File: src/rtl/ctrl_seq.sv
// Microsequencer for the 8-bit CPU: steps fetch (T1-T3) and execute (T4-T6)
// T-states and decodes the IR opcode into one-hot datapath control strobes.
module ctrl_seq #(
  parameter bit         EARLY_END = 1'b1,
  parameter logic [3:0] OP_LDA    = 4'h0,
  parameter logic [3:0] OP_ADD    = 4'h1,
  parameter logic [3:0] OP_SUB    = 4'h2,
  parameter logic [3:0] OP_OUT    = 4'hE,
  parameter logic [3:0] OP_HLT    = 4'hF
) (
  input  logic       clk,
  input  logic       rst_n,
  input  logic       run,
  input  logic       step,
  input  logic [3:0] ir_ins,
  output logic       pc_out,
  output logic       pc_inc,
  output logic       mar_in,
  output logic       ram_out,
  output logic       ir_in,
  output logic       ir_out,
  output logic       acc_in,
  output logic       acc_out,
  output logic       b_in,
  output logic       alu_sub,
  output logic       alu_out,
  output logic       out_in,
  output logic [2:0] t_state,
  output logic       instr_done,
  output logic       halted
);

  // state | meaning
  // IDLE  | waiting for run or a step pulse
  // T1-T3 | fetch: PC->MAR, PC++, RAM->IR
  // T4-T6 | execute, microcode selected by ir_ins
  // HALT  | absorbing after HLT; only reset leaves
  localparam logic [2:0] S_IDLE = 3'd0;
  localparam logic [2:0] S_T1   = 3'd1;
  localparam logic [2:0] S_T2   = 3'd2;
  localparam logic [2:0] S_T3   = 3'd3;
  localparam logic [2:0] S_T4   = 3'd4;
  localparam logic [2:0] S_T5   = 3'd5;
  localparam logic [2:0] S_T6   = 3'd6;
  localparam logic [2:0] S_HALT = 3'd7;

  logic [2:0] state_q, state_d;
  logic       is_lda, is_add, is_sub, is_out, is_hlt, is_nop;
  logic       last_st;

  always_comb begin
    is_lda  = (ir_ins == OP_LDA);
    is_add  = (ir_ins == OP_ADD);
    is_sub  = (ir_ins == OP_SUB);
    is_out  = (ir_ins == OP_OUT);
    is_hlt  = (ir_ins == OP_HLT);
    is_nop  = !(is_lda || is_add || is_sub || is_out || is_hlt);
    // NOP's early exit at T3 is the only place the fetch states look at ir_ins
    case (state_q)
      S_T3:    last_st = EARLY_END && is_nop;
      S_T4:    last_st = EARLY_END && is_out;
      S_T5:    last_st = EARLY_END && is_lda;
      S_T6:    last_st = 1'b1;
      default: last_st = 1'b0;
    endcase
  end

  always_comb begin
    state_d = state_q;
    case (state_q)
      S_IDLE: if (run || step) state_d = S_T1;
      S_T1:   state_d = S_T2;
      S_T2:   state_d = S_T3;
      S_HALT: state_d = S_HALT;
      default: begin
        if (state_q == S_T4 && is_hlt) state_d = S_HALT;
        else if (last_st)              state_d = run ? S_T1 : S_IDLE;
        else                           state_d = state_q + 3'd1;
      end
    endcase
  end

  always_ff @(posedge clk or negedge rst_n) begin
    if (!rst_n) state_q <= S_IDLE;
    else        state_q <= state_d;
  end

  always_comb begin
    pc_out  = 1'b0;
    pc_inc  = 1'b0;
    mar_in  = 1'b0;
    ram_out = 1'b0;
    ir_in   = 1'b0;
    ir_out  = 1'b0;
    acc_in  = 1'b0;
    acc_out = 1'b0;
    b_in    = 1'b0;
    alu_sub = 1'b0;
    alu_out = 1'b0;
    out_in  = 1'b0;
    case (state_q)
      S_T1: begin pc_out = 1'b1; mar_in = 1'b1; end
      S_T2: pc_inc = 1'b1;
      S_T3: begin ram_out = 1'b1; ir_in = 1'b1; end
      S_T4: begin
        if (is_lda || is_add || is_sub) begin ir_out = 1'b1; mar_in = 1'b1; end
        if (is_out) begin acc_out = 1'b1; out_in = 1'b1; end
      end
      S_T5: begin
        if (is_lda) begin ram_out = 1'b1; acc_in = 1'b1; end
        if (is_add || is_sub) begin ram_out = 1'b1; b_in = 1'b1; end
        alu_sub = is_sub;
      end
      S_T6: begin
        if (is_add || is_sub) begin alu_out = 1'b1; acc_in = 1'b1; end
        alu_sub = is_sub;
      end
      default: ;
    endcase
  end

  assign t_state    = state_q;
  assign instr_done = last_st;
  assign halted     = (state_q == S_HALT);

endmodule

File: config.mk
export PLATFORM = sky130hd
export DESIGN_NAME = ctrl_seq
export DESIGN_NICKNAME = d
export VERILOG_FILES = /design/src/rtl/ctrl_seq.sv
export SDC_FILE = /design/constraint.sdc
export NUM_CORES = 1
export LEC_CHECK = 0
export ABC_AREA = 1
export CAP_MARGIN = 20
export CORE_UTILIZATION = 30
export CTS_BUF_LIST = sky130_fd_sc_hd__clkbuf_8
export CTS_CLUSTER_DIAMETER = 200
export CTS_CLUSTER_SIZE = 40
export DETAILED_ROUTE_END_ITERATION = 6
export GPL_TIMING_DRIVEN = 0
export PLACE_DENSITY = 0.71
export SYNTH_ARGS = -nofsm -noshare
export SYNTH_HDL_FRONTEND = slang
export SYNTH_SLANG_ARGS = --single-unit
export TNS_END_PERCENT = 30
File: constraint.sdc
create_clock -name clk -period 1.78 [get_ports clk]
set_clock_uncertainty 0.15 [all_clocks]
set_input_delay 0.178 -clock clk [delete_from_list [all_inputs] [get_ports clk]]
set_output_delay 0.178 -clock clk [all_outputs]
set_load 0.02 [all_outputs]
==> impl_metrics.env <==
export IMPL_route_detailed_drc=0
export IMPL_fin_crit_ns=1.76
export IMPL_core_sq_mm=0.00149
export IMPL_slew_viol_final=0
export IMPL_fmax_mhz=569
export IMPL_final_cells=127
export IMPL_syn_mean_instance_area_sq_um=6.17
export IMPL_drive_above_1_share_pct=42.3
export IMPL_ys_ff_latch=3
export IMPL_dp_slack_ns=-0.404
export IMPL_worst_pin_slew_ns=0.298
export IMPL_die_w_um=41.8
export IMPL_multi_input_area_sq_um=407
export IMPL_globalplace_congestion=0.850
export IMPL_synth_async_reset_ratio_pct=100
export IMPL_yosys_area_top_type="dfrtp_1"
export IMPL_path_cells="inv_1 -> ha_2 -> nand3_2 -> nand2_2 -> buf_6"
export IMPL_crit_fanout=7
export IMPL_crit_required_ns=1.45
export IMPL_num_io_pins=25
export IMPL_crit_path_top_delay_cell="dfrtp_2"
export IMPL_first_pass_iters=2
export IMPL_netlist_area_sq_um=475
export IMPL_route_detailed_wl_per_inst_um=11.7
export IMPL_post_route_period_util_pct=98.8
export IMPL_drv_cap=0
export IMPL_dp_cells=117
export IMPL_antenna_left=0
export IMPL_grt_max_degree=8
export IMPL_fp_dieH_um=41.8
export IMPL_crit_buf_inv=2
export IMPL_yosysMostFrequentCell="nand2_1"
export IMPL_max_slew_margin_rel_pct=79.9
export IMPL_cp_top_family="flip-flops"
export IMPL_port_buffers=24
export IMPL_synth_fp_nets=91
export IMPL_fillers=165
export IMPL_cts_buffer_depth=2
export IMPL_hold_class="in2async"
export IMPL_synth_area_leaders="dfrtp_1, ha_1, nand2_1"
export IMPL_synth_cells=77
export IMPL_h_tree_depth=1
export IMPL_vias=593
export IMPL_reg2reg_from="t_state[0]"
export IMPL_setup_slack_ns=0.0216
export IMPL_synth_edf_count=0
export IMPL_crit_type="reg2out"
export IMPL_clk_pin_slew_worst_paths_ns=0.03
export IMPL_cts_tree="yes"
export IMPL_max_vdd_ir_drop_mv=1.04
export IMPL_track_usage_pct=18.2
export IMPL_ys_seq_area_share_pct=15.8
export IMPL_syn_to_final_growth_pct=76.3
export IMPL_power_leakage_nw=0.469
export IMPL_dp_hpwl_um=1090
export IMPL_critPathMaxStageDelay_ns=0.48
export IMPL_yosys_area_top_type_share_pct=15.8
export IMPL_clock_latency_ns=0.22
export IMPL_hold_viol=0
export IMPL_seq_area_sq_um=77.6
export IMPL_rrSetupSlack_ns=0.08
export IMPL_worstPathArrival_ns=1.43
export IMPL_cts_buffers=3
export IMPL_antenna_found_initial=0
export IMPL_cts_root_buf="clkbuf_8"
export IMPL_yosys_top_cells_count="nand2_1, inv_1, nor2_1, ha_1, nand3_1"
export IMPL_drt_iter0_drc=1
export IMPL_ff2ff_path_depth=8
export IMPL_start_util_pct=31.9
export IMPL_synth_cell_types=20
export IMPL_rsz0062_at_grt="true"
export IMPL_grt_pass1_vias=595
export IMPL_rows=14
export IMPL_cp_start_kind="flop"
export IMPL_grt_first_pass_wirelength_um=2480
export IMPL_vias_per_cell=4.67
export IMPL_cp_depth=5
export IMPL_yosys_warnings=0
export IMPL_overflow=0
export IMPL_n_antenna_cell=0
export IMPL_clkSinkCount=3
export IMPL_finalNetCount=126
export IMPL_cp_end_kind="primary output"
export IMPL_setup_viol=0
export IMPL_fp_dieArea_sq_mm=0.00175
export IMPL_p_per_area_mw_per_mm2=1600
export IMPL_routed_wirelength_um=1490
export IMPL_largest_reg_flops=3
export IMPL_rr_endpoint="t_state[0]"
export IMPL_yosys_most_used_dff="dfrtp_1"
export IMPL_outcome="completed"
-- layer usage --
layer  wire [um]  part of all wire (%)  global-route usage [%]  vias up
li1            -                     -                       -      312
met1         652                    44                    19.6      261
met2         781                    52                    35.3       20
met3          57                   3.8                    1.74        0
met4           0                     0                    7.74        0
met5           0                     0                       0        -
-- layout make-up --
class | count | area share [%]
Timing Repair Buffer | 30 | 27.8
Tap cell | 16 | 2.39
Clock inverter | 1 | 0.448
Inverter | 13 | 5.82
Multi-Input combinational cell | 60 | 48.5
Clock buffer | 3 | 4.93
Sequential cell | 3 | 9.25
Buffer | 1 | 0.896
-- cells by family after synthesis --
kind of cell | share of synthesized area [%]
AO/OA/AOI/OAI | 9.74
adder cells (fa/ha/maj) | 15.8
AND/OR/NAND/NOR | 46.8
buffers and inverters | 11.8
flip-flops | 15.8
-- cells in the final DEF, fill, tap and decap left out, types with 3 or more instances in the layout --
cell type	instances
inv_1	11
clkbuf_2	5
nand2_2	3
nand3_2	3
nand2_1	16
nor2_4	3
clkbuf_8	3
buf_4	8
clkdlybuf4s50_1	9
nand3_1	5
buf_2	5
o21ai_1	4
ha_2	3
inv_2	3
nor2_1	8
-- repair_timing --
action | 4_1_cts | 5_1_grt
gates resized for setup | 53 | 22
endpoints found under the setup margin | 15 | 16
pin swaps | 4 | 3
hold endpoints to repair | 3 | 0
gates cloned | 0 | 0
hold buffers | 1 | 0
buffers inserted | 3 | 2
-- metrics by stage --
stage	utilization (%)	setup TNS, ns	total power, mW	cell area [sq um]	hold WS (ns)
after global routing	56.3	-0.245	1.45	838	0.558
after floorplan	-	0	0.696	482	-0.268
after CTS	55.0	-0.130	1.26	820	0.472
after global placement	49.8	-2.98	1.02	742	0.215
after detailed placement	49.8	-3.20	1.03	742	0.219
final	56.3	0	1.34	838	0.539
-- worst max path at each step --
stage	start	slack (ns)	end
final	t_state[2]	0.02	instr_done
after global placement	ir_ins[1]	-0.37	instr_done
after global routing	t_state[1]	-0.07	out_in
after detailed placement	ir_ins[1]	-0.40	instr_done
after floorplan	t_state[1]	0.03	t_state[2]
after CTS	t_state[0]	-0.05	ram_out
-- report_power, final --
group	internal, mW	switching (mW)	total (mW)
clock	0.147	0.0461	0.193
sequential	0.109	0.0634	0.172
combinational	0.419	0.553	0.972
total	0.675	0.663	1.34
Note: power is estimated with default switching activity, not from simulation.
